## config.mk

```make
export PLATFORM = sky130hd
export DESIGN_NAME = barrel_shifter_pipe
export DESIGN_NICKNAME = d
export VERILOG_FILES = /design/src/rtl/barrel_shifter_pipe.sv
export SDC_FILE = /design/constraint.sdc
export NUM_CORES = 1
export LEC_CHECK = 0
export BUFFER_PORTS_ARGS = -buffer_cell sky130_fd_sc_hd__buf_4
export CORE_ASPECT_RATIO = 0.75
export CORE_UTILIZATION = 50
export DETAILED_ROUTE_END_ITERATION = 10
export PLACE_DENSITY = 0.74
export SLEW_MARGIN = 0
export SYNTH_ARGS = -nofsm -noshare
export SYNTH_HDL_FRONTEND = slang
export SYNTH_SLANG_ARGS = --single-unit
```

## constraint.sdc

```tcl
create_clock -name clk -period 1.5 [get_ports clk]
set_clock_uncertainty 0.15 [all_clocks]
set_input_delay 0.075 -clock clk [delete_from_list [all_inputs] [get_ports clk]]
set_output_delay 0.075 -clock clk [all_outputs]
set_load 0.005 [all_outputs]
```

## src/rtl/barrel_shifter_pipe.sv

```systemverilog
// Pipelined N-bit barrel shifter with five shift/rotate modes. There is one register
// stage per shift-amount bit, the largest shift comes first, and valid/ready is used on both ends.

module barrel_shifter_stage #(
    parameter int N   = 8,
    parameter int SW  = 3,
    parameter int BIT = 0
) (
    input  logic          clk,
    input  logic          rst,
    input  logic          advance,
    input  logic          d_vld,
    input  logic [N-1:0]  d_data,
    input  logic [SW-1:0] d_amt,
    input  logic [2:0]    d_mode,
    input  logic          d_err,
    output logic          q_vld,
    output logic [N-1:0]  q_data,
    output logic [SW-1:0] q_amt,
    output logic [2:0]    q_mode,
    output logic          q_err
);
    localparam int S = 1 << BIT;

    logic [N-1:0] shifted;

    // An ASR fill taken from this stage's input MSB is correct, because earlier ASR stages keep the sign.
    always_comb begin
        shifted = d_data;
        if (!d_err && d_amt[BIT]) begin
            case (d_mode)
                3'd0:    shifted = d_data >> S;
                3'd1:    shifted = d_data << S;
                3'd2:    shifted = $signed(d_data) >>> S;
                3'd3:    shifted = (d_data >> S) | (d_data << (N - S));
                3'd4:    shifted = (d_data << S) | (d_data >> (N - S));
                default: shifted = d_data;
            endcase
        end
    end

    // Valid always moves with the pipe. The payload only loads behind a real op.
    always_ff @(posedge clk) begin
        if (rst) begin
            q_vld  <= 1'b0;
            q_data <= '0;
            q_amt  <= '0;
            q_mode <= '0;
            q_err  <= 1'b0;
        end else if (advance) begin
            q_vld <= d_vld;
            if (d_vld) begin
                q_data <= shifted;
                q_amt  <= d_amt;
                q_mode <= d_mode;
                q_err  <= d_err;
            end
        end
    end
endmodule

module barrel_shifter_pipe #(
    parameter int N = 8
) (
    input  logic                 clk,
    input  logic                 rst,
    input  logic                 in_valid,
    output logic                 in_ready,
    input  logic [N-1:0]         in_data,
    input  logic [$clog2(N)-1:0] in_amt,
    input  logic [2:0]           in_mode,
    output logic                 out_valid,
    input  logic                 out_ready,
    output logic [N-1:0]         out_data,
    output logic                 out_zero,
    output logic                 out_err
);
    localparam int SW = $clog2(N);

    logic                 advance;
    logic [SW:0]          vld_pipe;
    logic [SW:0][N-1:0]   data_pipe;
    logic [SW:0][SW-1:0]  amt_pipe;
    logic [SW:0][2:0]     mode_pipe;
    logic [SW:0]          err_pipe;
    logic                 unused_tail;

    // The whole pipe stalls as a unit. Bubbles are never squeezed out.
    assign advance  = !out_valid || out_ready;
    assign in_ready = advance;

    assign vld_pipe[0]  = in_valid;
    assign data_pipe[0] = in_data;
    assign amt_pipe[0]  = in_amt;
    assign mode_pipe[0] = in_mode;
    assign err_pipe[0]  = (in_mode > 3'd4);

    for (genvar k = 0; k < SW; k++) begin : g_stage
        barrel_shifter_stage #(
            .N   (N),
            .SW  (SW),
            .BIT (SW - 1 - k)
        ) u_stage (
            .clk     (clk),
            .rst     (rst),
            .advance (advance),
            .d_vld   (vld_pipe[k]),
            .d_data  (data_pipe[k]),
            .d_amt   (amt_pipe[k]),
            .d_mode  (mode_pipe[k]),
            .d_err   (err_pipe[k]),
            .q_vld   (vld_pipe[k+1]),
            .q_data  (data_pipe[k+1]),
            .q_amt   (amt_pipe[k+1]),
            .q_mode  (mode_pipe[k+1]),
            .q_err   (err_pipe[k+1])
        );
    end

    assign out_valid = vld_pipe[SW];
    assign out_data  = data_pipe[SW];
    assign out_err   = err_pipe[SW];
    // Qualified by valid so that a freshly reset (all-zero) pipe does not flag zero.
    assign out_zero  = vld_pipe[SW] && (data_pipe[SW] == '0);

    // Amount and mode are not needed after the last stage.
    assign unused_tail = ^{amt_pipe[SW], mode_pipe[SW]};
endmodule

```

==> results of run 1 <==
[kinds of logic after synthesis]
| family | count (synthesis) |
|---|---|
| flip-flops | 39 |
| buffers and inverters | 25 |
| XOR/XNOR | 2 |
| AND/OR/NAND/NOR | 127 |
| multiplexers | 2 |
| AO/OA/AOI/OAI | 67 |
[power breakdown]
part           switching, W  total (W)  internal [W]
Clock              0.000379    0.00104      0.000665
Combinational      0.000288   0.000566      0.000278
Sequential        0.0000695    0.00116       0.00109
Total              0.000736    0.00276       0.00203
[cells in the final DEF (no fill, tap or decap), drive strengths merged, types with 3 or more instances in the layout]
cell type,instances
nor4,7
nor2,30
dlygate4sd3,7
nand3b,13
and2,4
nand2,34
nand2b,5
a21oi,19
a221oi,10
nor2b,12
a2111oi,8
o21ai,5
o31ai,11
buf,68
dfxtp,39
o221ai,3
nor3,11
clkbuf,6
nor3b,3
[per-layer routing]
metal / part of all wire / vias to the layer above / track usage
met3: 0.057 / 14 / 0.0473
li1: - / 1075 / -
met4: 0.014 / 0 / 0.0831
met5: 0 / - / 0
met2: 0.46 / 91 / 0.429
met1: 0.47 / 1085 / 0.379
[layout make-up]
class                      count  area [µm²]  area share
multi-input combinational    198        1610       0.498
sequential                    39         803       0.248
timing repair buffer          75         617       0.190
clock buffer                   6        72.6      0.0224
tap                           55        68.8      0.0212
clock inverter                 2        60.1      0.0185
inverter                       1        6.26     0.00193
[per-stage QoR]
stage          instances  setup slack, ns  setup TNS (ns)  utilization
2_1_floorplan        262          0.00559               0            -
3_3_place_gp         351          -0.0960          -0.491        0.624
3_5_place_dp         351          -0.0879          -0.749        0.624
4_1_cts              368           -0.167          -0.184        0.713
5_1_grt              376           -0.218          -0.915        0.780
6_report             376           -0.167          -0.353        0.780
[flip-flops by register name, indices dropped and copies added (netlist names)]
signal                  count
g_stage.u_stage.q_err       3
g_stage.u_stage.q_mode      6
g_stage.u_stage.q_data     24
g_stage.u_stage.q_amt       3
g_stage.u_stage.q_vld       3
[Yosys cell counts, drive strengths merged]
cell,count,area (µm²)
dfxtp,39,781
nand2,34,130
nor2,30,113
a21oi,19,106
buf,18,124
nand3b,13,97.6
nor2b,12,82.6
nor3,11,55.1
o31ai,11,82.6
a221oi,10,87.6
a2111oi,8,114
nor4,7,81.3
clkbuf,6,22.5
nand2b,5,31.3
o21ai,5,25.0
and2,4,25.0
nor3b,3,38.8
o221ai,3,26.3
a211oi,2,15.0
a21o,2,15.0
a32o,2,20.0
mux2i,2,20.0
nand3,2,10.0
o21a,2,15.0
or2,2,15.0
a22oi,1,7.51
and2b,1,7.51
and3b,1,12.5
and4b,1,10.0
inv,1,3.75
o211a,1,10.0
o311ai,1,8.76
or4,1,7.51
xnor2,1,8.76
xor2,1,8.76
[timing repair]
item,CTS,global route
setup endpoints to repair,19,34
pin swaps,4,20
endpoints found under the hold margin,6,0
resized for setup,27,44
hold buffers,7,0
buffers inserted,2,8
[worst max-delay path by stage]
stage / startpoint / end
3_3_place_gp: g_stage[0].u_stage.q_mode[1]$_SDFFE_PP0P_ / g_stage[1].u_stage.q_data[6]$_SDFFE_PP0P_
4_1_cts: g_stage[2].u_stage.q_data[2]$_SDFFE_PP0P_ / out_zero
5_1_grt: g_stage[2].u_stage.q_data[2]$_SDFFE_PP0P_ / out_zero
6_report: g_stage[2].u_stage.q_data[2]$_SDFFE_PP0P_ / out_zero
2_1_floorplan: g_stage[0].u_stage.q_mode[1]$_SDFFE_PP0P_ / g_stage[1].u_stage.q_data[0]$_SDFFE_PP0P_
3_5_place_dp: g_stage[0].u_stage.q_mode[1]$_SDFFE_PP0P_ / g_stage[1].u_stage.q_data[4]$_SDFFE_PP0P_
[worst max-delay path, cell delays in order (launching register included)]
cell and delay, ns:
dfxtp_2 0.32, or4_4 0.53, nor4_2 0.15, buf_4 0.15
==> flow_summary_export.csv, run 1 <==
group,metric,value,unit
clocking,cts_tree,"yes",
timing,timing.final.ws_setup,-0.167,ns
pwr,finalPower,0.00276,W
setup_path,worstSetupEndpointType,"output port",
logic_synthesis,synthDistinctLibCells,45,
routing,firstDrtPassIters,7,
timing,worst_hold_slack,-0.00975,ns
setup_path,required,1.27,ns
clocking,numClockSinks,39,
outcome,status,"finished, violations left",
logic_synthesis,ys_ff_latch,39,
worst_hold_path,min_to,"g_stage[0].u_stage.q_data[2]$_SDFFE_PP0P_",
logic_synthesis,synth_compound_area_frac,0.240,
routing,wire_per_inst,17.9,µm
worst_hold_path,hold_class,"in2reg",
setup_path,reg2regPathDepth,5,
setup_path,worstPathMaxFanout,2,
timing,hold_violations,1,
die,start_util,0.534,
timing,setup_violations,6,
setup_path,r2r_end,"g_stage[1].u_stage.q_data[5]$_SDFFE_PP0P_",
routing,dr_total_vias,2265,
die,dieArea,4710,µm²
clocking,clk_latency,0.29,ns
setup_path,crit_type,"reg2out",
grt,grt_pass1_vias,2016,
routing,drt_iter0_drc,189,
timing,fin_crit_sh,1.11,
die,rows,20,
place,gp_congestion,0.848,
place,dp.final_hpwl,3920,µm
cells_and_area,drive_above_1_share,0.442,
clocking,root_buffer,"clkbuf_8",
logic_synthesis,yosysWarnings,0,
grt,grtUsageTotal,0.270,
worst_hold_path,hold_depth,3,
clocking,cts_buffer_depth,2,
logic_synthesis,synth-simple-area-share,0.323,
job,cap_violations,0,
outcome,violations,"negative hold slack, negative setup slack",
timing,relSlewSlack,0.776,
logic_synthesis,synth_mux_area_frac,0.00902,
logic_synthesis,synth-xor-area-share,0.00790,
timing,maxSlewViolCount,0,
worst_hold_path,hp-start,"in_data[6]",
grt,grt_pass1_wl,9680,µm
logic_synthesis,synth-seq-area-share,0.352,
cells_and_area,fin_nets,338,
clocking,cts_made_buffers,5,
clocking,cts.reportedPaths.clkPinSlew,0.08,ns
die,core-area,4150,µm²
grt,antenna_found_initial,0,
timing,min_period,1.67,ns
setup_path,r2r_start,"g_stage[0].u_stage.q_mode[1]$_SDFFE_PP0P_",
place,portBuffers,29,
setup_path,crit_arrival,1.44,ns
die,boundaryPins,30,
die,die_y,59.7,µm
cells_and_area,antenna_cells,0,
timing,worst_pin_slew,0.332,ns
pwr,leakagePower,1.20,nW
pwr,p_per_area,853,nW/µm²
logic_synthesis,synth_top_family_by_area,"simple AND/OR/NAND/NOR gates",
cells_and_area,fillers,289,
routing,drtAntennaViolNets,0,
setup_path,critPathLaunchType,"flop",
logic_synthesis,synth_fa_ha_area_frac,0,
logic_synthesis,syn_area,2220,µm²
clocking,htree_levels,2,
routing,viasPerCell,6.02,
routing,drc_errors,0,
die,die_width,78.9,µm
logic_synthesis,syn_avg_cell_area,8.47,µm²
logic_synthesis,postSynthCellCount,262,
timing,fmax,600,MHz
grt,grt_start_max_net_pins,29,
cells_and_area,areaGrowthSynthToFinish,46.1,%
logic_synthesis,syn-num-nets,280,
cells_and_area,final_area,3240,µm²
pwr,ir_drop,0.752,mV
setup_path,rrSetupSlack,-0.05,ns
place,placed_cell_area,2590,µm²
grt,grt.overflow.total,0,
routing,finalWirelength,6730,µm
timing,rsz0062_at_grt,"yes",
(Power assumes the default switching activity.)
==> inputs of run 2 (changes only) <==
--- a/config.mk
+++ b/config.mk
@@ -5,6 +5,7 @@
 export SDC_FILE = /design/constraint.sdc
 export NUM_CORES = 1
 export LEC_CHECK = 0
+export ABC_AREA = 1
 export BUFFER_PORTS_ARGS = -buffer_cell sky130_fd_sc_hd__buf_4
 export CORE_ASPECT_RATIO = 0.75
 export CORE_UTILIZATION = 50
==> run 2 against run 1 <==
Effect of this change: design area decreased by 18%; fmax increased by 9.5%; register-to-register slack improved by 0.12 ns; synthesized cell count increased by 24%; worst hold slack improved by 0.033 ns; flip-flop and latch count unchanged; global-route usage decreased by 3.4 points; count of clock-buffer cells in the layout increased by 1; highest routed layer unchanged; the run ends with negative setup slack left; non-clock buffer count decreased by 27; final cell count increased by 11%.
==> flow_summary_export.csv, run 2 <==
group,metric,value,unit
outcome,violations,"negative setup slack",
setup_path,worstSetupEndpointType,"output port",
timing,worst_pin_slew,0.451,ns
logic_synthesis,synthDistinctLibCells,31,
routing,drt_iter0_drc,173,
routing,viasPerCell,5.20,
timing,fmax,657,MHz
logic_synthesis,netlist_top_cells_count,"nand2_1 (68), a21oi_1 (44), inv_1 (40), dfxtp_1 (39), o21ai_0 (32)",
job,cap_violations,0,
clocking,numClockSinks,39,
logic_synthesis,synth_top_area_cell,"dfxtp_1",
logic_synthesis,syn_area,2160,µm²
clocking,cts.reportedPaths.clkPinSlew,0.07,ns
cells_and_area,top_register,"g_stage.u_stage.q_data",
clocking,root_buffer,"clkbuf_8",
cells_and_area,final_common_cell,"nand2_1",
routing,drc_errors,0,
place,placed_cells,395,
logic_synthesis,yosysWarnings,0,
pwr,finalPower,0.00236,W
timing,timing.final.ws_setup,-0.0219,ns
setup_path,critPathLaunchType,"flop",
clocking,cts_buffer_depth,2,
place,dp_slack,-0.188,ns
logic_synthesis,async_flop_share,0,
logic_synthesis,syn_avg_cell_area,6.68,µm²
logic_synthesis,ys_ff_latch,39,
setup_path,crit_arrival,1.30,ns
routing,drtAntennaViolNets,0,
grt,antenna_found_initial,0,
logic_synthesis,postSynthCellCount,324,
timing,fin_crit_sh,1.01,
cells_and_area,areaGrowthSynthToFinish,22.8,%
logic_synthesis,synth_edf_count,0,
die,boundaryPins,30,
routing,finalWirelength,5240,µm
logic_synthesis,synth.top_cells.by_area,"dfxtp_1 (36%), nand2_1 (12%), a21oi_1 (10%)",
clocking,cts_made_buffers,5,
die,dieArea,4600,µm²
routing,wire_per_inst,12.6,µm
setup_path,crit_type,"reg2out",
worst_hold_path,hold_depth,5,
timing,relSlewSlack,0.699,
cells_and_area,top_regs,"g_stage.u_stage.q_data (24), g_stage.u_stage.q_mode (6)",
grt,grtUsageTotal,0.237,
timing,maxSlewViolCount,0,
timing,setup_violations,1,
grt,grt_start_max_net_pins,25,
die,die_y,59.0,µm
pwr,leakagePower,1.14,nW
die,core-area,4100,µm²
place,placed_cell_area,2370,µm²
setup_path,slowest_stage,"dfxtp_2",
grt,grt_pass1_vias,1840,
die,die_width,78.0,µm
pwr,ir_drop,0.559,mV
logic_synthesis,synth-seq-area-share,0.361,
routing,dr_total_vias,2168,
cells_and_area,final_cell_mix,"nand2_1 (67), a21oi_1 (44), inv_1 (40)",
cells_and_area,fin_nets,379,
setup_path,reg2regPathDepth,7,
clocking,clk_latency,0.28,ns
cells_and_area,finalNonFillerCells,417,
logic_synthesis,synth_top_area_share,0.361,
place,dp.final_hpwl,3500,µm
cells_and_area,fillers,365,
die,start_util,0.527,
setup_path,max_stage_delay,0.34,ns
outcome,status,"finished, violations left",
grt,grt.overflow.total,0,
cells_and_area,largest_reg_flops,24,
setup_path,path_cells,"inv_2, buf_6, nor4_4, nand2_1, nor3_2, buf_4",
setup_path,required,1.27,ns
logic_synthesis,yosysMostFrequentCell,"nand2_1",
timing,hold_violations,0,
logic_synthesis,synth-main-ff-cell,"dfxtp_1",
logic_synthesis,syn-num-nets,342,
place,gp_congestion,0.858,
timing,rsz0062_at_grt,"yes",
setup_path,worstPathMaxFanout,2,
clocking,cts_tree,"yes",
cells_and_area,drive_above_1_share,0.221,
grt,grt_pass1_wl,8490,µm
routing,firstDrtPassIters,5,
cells_and_area,final_area,2660,µm²
cells_and_area,antenna_cells,0,
clocking,htree_levels,2,
die,rows,20,
timing,min_period,1.52,ns
pwr,p_per_area,886,nW/µm²
worst_hold_path,hold_class,"in2reg",
place,portBuffers,29,
-- run 2: final timing paths --
path | startpoint | to | slack [ns]
worst min-delay path | in_data[3] | g_stage[0].u_stage.q_data[3]$_SDFFE_PP0P_ | 0.02
worst min register to register | g_stage[0].u_stage.q_amt[1]$_SDFFE_PP0P_ | g_stage[0].u_stage.q_amt[1]$_SDFFE_PP0P_ | 0.30
worst max register to register | g_stage[2].u_stage.q_vld$_SDFFE_PP0N_ | g_stage[0].u_stage.q_data[5]$_SDFFE_PP0P_ | 0.07
worst max-delay path | g_stage[2].u_stage.q_vld$_SDFFE_PP0N_ | out_zero | -0.02
-- run 2: where the power goes --
part | total [W] | switching (W) | internal [W]
Sequential | 0.00118 | 0.0000718 | 0.00111
Clock | 0.000683 | 0.000356 | 0.000327
Combinational | 0.000495 | 0.000290 | 0.000205
Total | 0.00236 | 0.000718 | 0.00164
-- run 2: routing by layer --
layer	vias up	GRT usage	wire length, µm
li1	1123	-	-
met2	57	0.340	2120
met5	-	0	0
met3	5	0.0508	249
met4	0	0.0608	38
met1	983	0.357	2830
-- run 2: cells by family after synthesis --
| logic type | synth area share |
|---|---|
| and+or+nand+nor | 0.270 |
| AOI/OAI and AO/OA | 0.227 |
| buffers and inverters | 0.143 |
| DFF | 0.361 |
-- run 2: what timing repair did --
action | in CTS | in global routing
pin swaps | 0 | 4
hold endpoints to repair | 21 | 0
setup endpoints to repair | 9 | 26
buffers inserted | 0 | 2
gates resized for setup | 5 | 23
cloned | 0 | 2
hold buffers | 10 | 0
-- run 2: worst max-delay path: cells and delay by family (launching register included) --
family                 cells  cell delay, ns
AND/OR/NAND/NOR            3            0.38
flip-flops                 1            0.34
buffers and inverters      3            0.29
-- run 2: cell type report --
class                      instances  area, µm²  share of cell area
multi-input combinational        220       1140               0.427
sequential                        39        791               0.298
timing repair buffer              48        394               0.148
inverter                          47        186              0.0702
clock buffer                       7       76.3              0.0287
tap                               55       68.8              0.0259
clock inverter                     1       5.00             0.00188
-- run 2: through the flow --
stage | hold WS (ns) | util | setup TNS (ns)
floorplan | 0.0526 | - | 0
global placement | 0.150 | 0.577 | -0.322
detailed placement | 0.159 | 0.577 | -0.634
CTS | 0.0154 | 0.626 | -0.0819
global route | 0.0469 | 0.648 | -0.133
finish | 0.0230 | 0.648 | -0.0219
